### src/rtl/alu_control_mc.sv
// Multicycle ALU control: decodes {ALUOp, funct} into an ALU operation code and
// sequences 1-bit-per-cycle shifts, stalling the front end via Busy.
module alu_control_mc #(
    parameter int unsigned ALUOP_WIDTH = 3,
    parameter int unsigned FUNCT_WIDTH = 6,
    parameter int unsigned SHAMT_WIDTH = 5,
    parameter int unsigned OP_WIDTH    = 4
) (
    input  logic                   clk,
    input  logic                   reset,
    input  logic                   Valid,
    input  logic [ALUOP_WIDTH-1:0] ALUOp,
    input  logic [FUNCT_WIDTH-1:0] ALUFunction,
    input  logic [SHAMT_WIDTH-1:0] Shamt,
    output logic [OP_WIDTH-1:0]    ALUOperation,
    output logic                   ShiftEnable,
    output logic                   Busy,
    output logic                   Done,
    output logic                   Illegal
);

    localparam logic [OP_WIDTH-1:0] OP_AND     = OP_WIDTH'(0);
    localparam logic [OP_WIDTH-1:0] OP_OR      = OP_WIDTH'(1);
    localparam logic [OP_WIDTH-1:0] OP_NOR     = OP_WIDTH'(2);
    localparam logic [OP_WIDTH-1:0] OP_ADD     = OP_WIDTH'(3);
    localparam logic [OP_WIDTH-1:0] OP_SUB     = OP_WIDTH'(4);
    localparam logic [OP_WIDTH-1:0] OP_LUI     = OP_WIDTH'(5);
    localparam logic [OP_WIDTH-1:0] OP_SLL     = OP_WIDTH'(6);
    localparam logic [OP_WIDTH-1:0] OP_SRL     = OP_WIDTH'(7);
    localparam logic [OP_WIDTH-1:0] OP_ILLEGAL = {OP_WIDTH{1'b1}};

    typedef enum logic [1:0] {
        ST_IDLE  = 2'd0,
        ST_SHIFT = 2'd1,
        ST_DONE  = 2'd2
    } state_t;

    state_t                 state;
    logic [SHAMT_WIDTH-1:0] count;
    logic [OP_WIDTH-1:0]    dec_op;
    logic                   dec_shift;

    // Operation decode; funct only matters for R-type
    always_comb begin
        dec_op    = OP_ILLEGAL;
        dec_shift = 1'b0;
        case (ALUOp)
            ALUOP_WIDTH'(3'b111): begin
                case (ALUFunction)
                    FUNCT_WIDTH'(6'h20): dec_op = OP_ADD;
                    FUNCT_WIDTH'(6'h22): dec_op = OP_SUB;
                    FUNCT_WIDTH'(6'h24): dec_op = OP_AND;
                    FUNCT_WIDTH'(6'h25): dec_op = OP_OR;
                    FUNCT_WIDTH'(6'h27): dec_op = OP_NOR;
                    FUNCT_WIDTH'(6'h08): dec_op = OP_ADD;
                    FUNCT_WIDTH'(6'h00): begin
                        dec_op    = OP_SLL;
                        dec_shift = 1'b1;
                    end
                    FUNCT_WIDTH'(6'h02): begin
                        dec_op    = OP_SRL;
                        dec_shift = 1'b1;
                    end
                    default: dec_op = OP_ILLEGAL;
                endcase
            end
            ALUOP_WIDTH'(3'b000): dec_op = OP_ADD;
            ALUOP_WIDTH'(3'b100): dec_op = OP_SUB;
            ALUOP_WIDTH'(3'b001): dec_op = OP_OR;
            ALUOP_WIDTH'(3'b010): dec_op = OP_AND;
            ALUOP_WIDTH'(3'b011): dec_op = OP_LUI;
            default:              dec_op = OP_ILLEGAL;
        endcase
    end

    // Sequencer; all outputs are registered alongside the state
    always_ff @(posedge clk or negedge reset) begin
        if (!reset) begin
            state        <= ST_IDLE;
            count        <= '0;
            ALUOperation <= '0;
            ShiftEnable  <= 1'b0;
            Busy         <= 1'b0;
            Done         <= 1'b0;
            Illegal      <= 1'b0;
        end else begin
            case (state)
                ST_IDLE, ST_DONE: begin
                    if (Valid) begin
                        ALUOperation <= dec_op;
                        if (dec_shift && (Shamt != '0)) begin
                            state       <= ST_SHIFT;
                            count       <= Shamt;
                            ShiftEnable <= 1'b1;
                            Busy        <= 1'b1;
                            Done        <= 1'b0;
                            Illegal     <= 1'b0;
                        end else begin
                            state       <= ST_DONE;
                            ShiftEnable <= 1'b0;
                            Busy        <= 1'b0;
                            Done        <= 1'b1;
                            Illegal     <= (dec_op == OP_ILLEGAL);
                        end
                    end else begin
                        state   <= ST_IDLE;
                        Done    <= 1'b0;
                        Illegal <= 1'b0;
                    end
                end
                ST_SHIFT: begin
                    count <= count - SHAMT_WIDTH'(1);
                    if (count == SHAMT_WIDTH'(1)) begin
                        state       <= ST_DONE;
                        ShiftEnable <= 1'b0;
                        Busy        <= 1'b0;
                        Done        <= 1'b1;
                        Illegal     <= (ALUOperation == OP_ILLEGAL);
                    end
                end
                default: begin
                    state       <= ST_IDLE;
                    ShiftEnable <= 1'b0;
                    Busy        <= 1'b0;
                    Done        <= 1'b0;
                    Illegal     <= 1'b0;
                end
            endcase
        end
    end

endmodule

### config.mk
export PLATFORM = sky130hd
export DESIGN_NAME = alu_control_mc
export DESIGN_NICKNAME = d
export VERILOG_FILES = /design/src/rtl/alu_control_mc.sv
export SDC_FILE = /design/constraint.sdc
export NUM_CORES = 1
export LEC_CHECK = 0
export CORE_MARGIN = 3
export CORE_UTILIZATION = 42
export DETAILED_ROUTE_END_ITERATION = 6
export GPL_TIMING_DRIVEN = 0
export PLACE_DENSITY = 0.75
export SYNTH_ARGS = -nofsm -noshare
export SYNTH_HDL_FRONTEND = slang
export SYNTH_SLANG_ARGS = --single-unit
### constraint.sdc
create_clock -name clk -period 1.55 [get_ports clk]
set_clock_uncertainty 0.05 [all_clocks]
set_input_delay 0.31 -clock clk [delete_from_list [all_inputs] [get_ports clk]]
set_output_delay 0.31 -clock clk [all_outputs]
set_load 0.01 [all_outputs]
======== Yosys cells after proc, flatten, opt, wreduce, memory -nomap -nowiden ========
Index checks and enable logic that the tools add are counted.
storage, ports and cells
  bits in registers ....................... 14
  bits of input ports ..................... 17
  output and inout port bits .............. 8
  word-level logic and storage cells ...... 62
operators by class
  add/sub/neg operators ................... 1
  equal/unequal tests ..................... 20
  mux-type cells .......................... 23
  reduce and logical (&&, ||, !) cells .... 12
operator list
  cell                 count
  $eq 6x6->1 const B   5
  $pmux 4 s7           1
  $pmux 4 s6           1
  $mux 1               11
  $mux 5               2
  $pmux 5 s2           1
  $eq 4x4->1 const B   2
  $eq 3x2->1 const B   2
  $eq 3x3->1 const B   2
  $eq 6x2->1 const B   1
  $eq 6x4->1 const B   1
  $logic_not 6->1      1
  $mux 2               3
  $ne 2x2->1 const B   3
  $pmux 1 s2           3
  $reduce_or 2->1      3
  $eq 5x1->1 const B   1
  $reduce_bool 5->1    1
  $sub 5x1->5 const B  1
  $pmux 2 s2           1
  $reduce_and 2->1     2
  $eq 3x1->1 const B   1
  $logic_not 3->1      1
  $reduce_and 3->1     1
  5 further kinds      5

======== Depth between registers and ports, before layout ========
  depth in word-level cells ............... 8
  depth in mapped cells ................... 6
  depth with buffers taken out ............ 6

======== Worst setup path after synthesis ========
Ideal clock, no wire load.
  path type ............................... input port to flip-flop
  start point ............................. in ALUFunction[0]
  end point ............................... reg count[4]
  library setup time ...................... 0.120 ns
  data arrival time ....................... 1.523 ns
  required time ........................... 1.380 ns
  setup slack ............................. -0.143 ns
  stages on the path ...................... 5
  path buffers ............................ 1
  cells stage by stage .................... buf_6 > or4_4 > nor3_4 > nand2_4 > a31o_1
between the ends
  longest elaborated chain between the ends .. 7
  elaborated cells between the ends (all ways) .. 8
  those cells by class .................... 2 x eq/ne; 2 x mux; 4 x reduce/logical
ends and longest elaborated chain
  item                                           RTL line  text
  start: declaration                             13        input logic [FUNCT_WIDTH-1:0] ALUFunction,
  $eq 6x2->1 or $logic_not 6->1 (tied branches)  49        case (ALUFunction)
  $reduce_or 2->1 (no source line) *             -
  $mux 1 *                                       49
  $mux 1 *                                       47        case (ALUOp)
  $logic_and 1x1->1 *                            91        if (dec_shift && (Shamt != '0)) begin
  $ne 2x2->1 (no source line) *                  -
  $reduce_and 3->1 (no source line) *            -
  end signal: assignment                         93        count <= Shamt;
  end signal: assignment                         112       count <= count - SHAMT_WIDTH'(1);
  end: declaration                               39        logic [SHAMT_WIDTH-1:0] count;
Mark *: on every way between the ends. The rest lies on a longest branch, timed or not.
A chain may end at the register's enable or synchronous reset.

======== Worst setup path after layout ========
Ends and elaborated chain as after synthesis.

==> metrics.txt <==
status=complete, no violations; synth-to-layout area growth=39.9%; CTS max path bufs=2; Design Power=1.00 mW; sequential share of power=0.468; CP arrival=about 1.7 ns; Post-Synthesis Net Count=about 120; commonest non-fill, non-tap cell in the layout=dfrtp_1; Vias/cell=~5.5; Logic pwr share=0.323; fin crit share=0.980; Post-DP Area=between 1000 and 1500 um2; pre-CTS setup slack=-0.698 ns; Worst Tran Pin Value=0.583 ns; DRT iter0 DRCs=8; P_leak=0.597 nW; CTS Root Cell=clkbuf_4; gr usage total=0.180; top post-synthesis cells by area=dfrtp_1 (36%), nand2_1 (4.2%), nor2_1 (2.9%); WL met3=68 um; Pint=0.674 mW; Main synth FF type=dfrtp_1; total global routing overflow=0; die outline area=~2700 um2; Top Layer Used=met4; wl on met1=around 880 um; CP endpoint kind=flip-flop; max_slew headroom=0.610; Crit Path Class=input port to flip-flop; share of the synthesized area in the top cell type=0.363; Die X-Extent=52.2 um; RSZ-0062 raised after global routing=yes; Critical Path RT=about 1.7 ns; Clk pin slew, worst setup/hold paths=about 0.080 ns; max-slew violation total from the final report=0; vias in the first global route=840; met2 wire len=about 1.1 mm; PortBufs=22; power density over the cells=roughly 800 nW/um2; first-pass GRT wire length=around 3.7 mm; Finish-stage setup viols=0; Num CTS Buffers=3; I/O pin count=25; Post-synth EDFFs=0; Sw Share=0.327; largest net degree at the start of global routing=14; H-tree depth=1; fmax=659 MHz; Initial Util=0.453; Final TNS setup=0 ns; synth warn=0; Synth cell types=between 40 and 50; Clock power frac=0.210; NetSw=0.328 mW; CTS tree=done; Peak supply drop=0.359 mV; syn_area_per_cell=~9.2 um2; register bit total from synthesis=13; Tmin final=around 1.5 ns; GP Congestion=0.843; final worst setup slack=approximately 0.032 ns; final WL=approximately 2.1 mm; Fin. Hold Viols=0; Final Util=0.633; DRC viols=0; Seq/Total Area, Yosys=0.363; Async SR Flop Fraction=1.00; core area=between 1500 and 2000 um2; Avg WL per Cell=13.2 um; Vias=roughly 870; Syn Inst Count=slightly below 100; Critical Path Start Type=input port; Max Cap Viol=0; share of layout cells above drive strength 1=0.191; hpwl dp=between 1.5 and 2 mm; crit path max fanout=8; class of the tightest hold or removal check=input port to asynchronous set/reset pin; DR pass1 iterations=4; # diodes=0; Sink Count=13; post-route antenna net violation count=0; Design Area, Final=between 1000 and 1500 um2; most frequent cells in the layout=dfrtp_1 (12), dlygate4sd2_1 (11), nand2_1 (10); row count=16; hold_buf cts=0; height of the die=approximately 52 um; Nets=about 150; area leader, netlist=dfrtp_1; Clock Latency Late Sink=0.27 ns; initial antenna violation count=0; Netlist Area Pre-Place=897 um2
[cells in the mapped netlist (2+ instances only)]
| cell type | instances |
|---|---|
| nand3_1 | 3 |
| a31o_1 | 3 |
| dfrtp_1 | 13 |
| o21ai_0 | 3 |
| a21oi_1 | 3 |
| mux2i_1 | 2 |
| xnor2_1 | 2 |
| nand2b_1 | 3 |
| inv_1 | 5 |
| nor3b_1 | 2 |
| nor3_1 | 3 |
| xor2_1 | 2 |
| a22o_2 | 2 |
| nor4b_1 | 2 |
| clkbuf_1 | 2 |
| nand3b_1 | 2 |
| ha_1 | 2 |
| nor2_1 | 7 |
| nor2b_1 | 2 |
| a211oi_1 | 2 |
| nand2_1 | 10 |
| o31ai_1 | 2 |
[logic make-up (layout without fill, tap and decap cells)]
| logic type | Yosys count | after routing | synth area share |
|---|---|---|---|
| AO/OA/AOI/OAI | 27 | 27 | 0.230 |
| flip-flops | 13 | 13 | 0.363 |
| XOR/XNOR | 4 | 4 | 0.0391 |
| multiplexers | 2 | 2 | 0.0223 |
| buffers and inverters | 10 | 43 | 0.0558 |
| AND/OR/NAND/NOR | 40 | 40 | 0.262 |
| adder cells (fa/ha/maj) | 2 | 2 | 0.0279 |
[sequential cells by signal (all words and copies together) (netlist names)]
| signal | cells |
|---|---|
| ALUOperation | 4 |
| Illegal | 1 |
| state | 1 |
| Done | 1 |
| Busy | 1 |
| count | 5 |
[power by group through the flow]
stage	Sequential (mW)	Combinational [mW]	Clock [mW]
6_report	0.468	0.323	0.210
5_1_grt	0.479	0.364	0.237
4_1_cts	0.459	0.308	0.219
3_5_place_dp	0.463	0.316	0
3_3_place_gp	0.462	0.306	0
2_1_floorplan	0.459	0.193	0
[worst paths after layout]
path / from / endpoint / slack [ns] / cells after the start
hold / removal: reset / Illegal / 0.35 / 1
setup / recovery: ALUFunction[0] / count[4] / 0.03 / 7
max in group asynchronous: reset / state[0] / 0.69 / 1
min in group clk: Valid / Busy / 0.36 / 4
hold reg to reg: ALUOperation[1] / ALUOperation[1] / 0.46 / 2
setup reg to reg: state[0] / count[3] / 0.05 / 6
[final cells by class]
type                    count  area (um2)
inverters                   5        18.8
flip-flops and latches     13         327
multi-input cells          75         544
well taps                  27        33.8
repair buffers             29         268
fillers                   155         727
clock buffers               4        26.3
plain buffers               5        37.5
[worst max-delay path: stages]
cell	delay, ns
buf_8	0.11
or4_4	0.55
nor3_4	0.24
buf_4	0.15
buf_6	0.10
o2bb2ai_1	0.11
a31o_1	0.12
[stage by stage]
step / std cells / hold WS (ns)
after floorplan: 98 / -0.0356
after global placement: 147 / 0.436
after detailed placement: 147 / 0.451
after CTS: 157 / 0.365
after global routing: 158 / 0.378
final: 158 / 0.352
[what timing repair did]
item | CTS | global route
setup endpoints to repair | 17 | 8
gates resized for setup | 20 | 11
gates cloned | 0 | 0
pin swaps | 3 | 1
setup buffers | 6 | 1
[per-layer routing]
metal	vias up	global-route usage
li1	430	-
met1	415	0.216
met2	18	0.312
met3	6	0.0285
met4	0	0.0851
met5	-	0
Power figures use the tool's default switching activity.
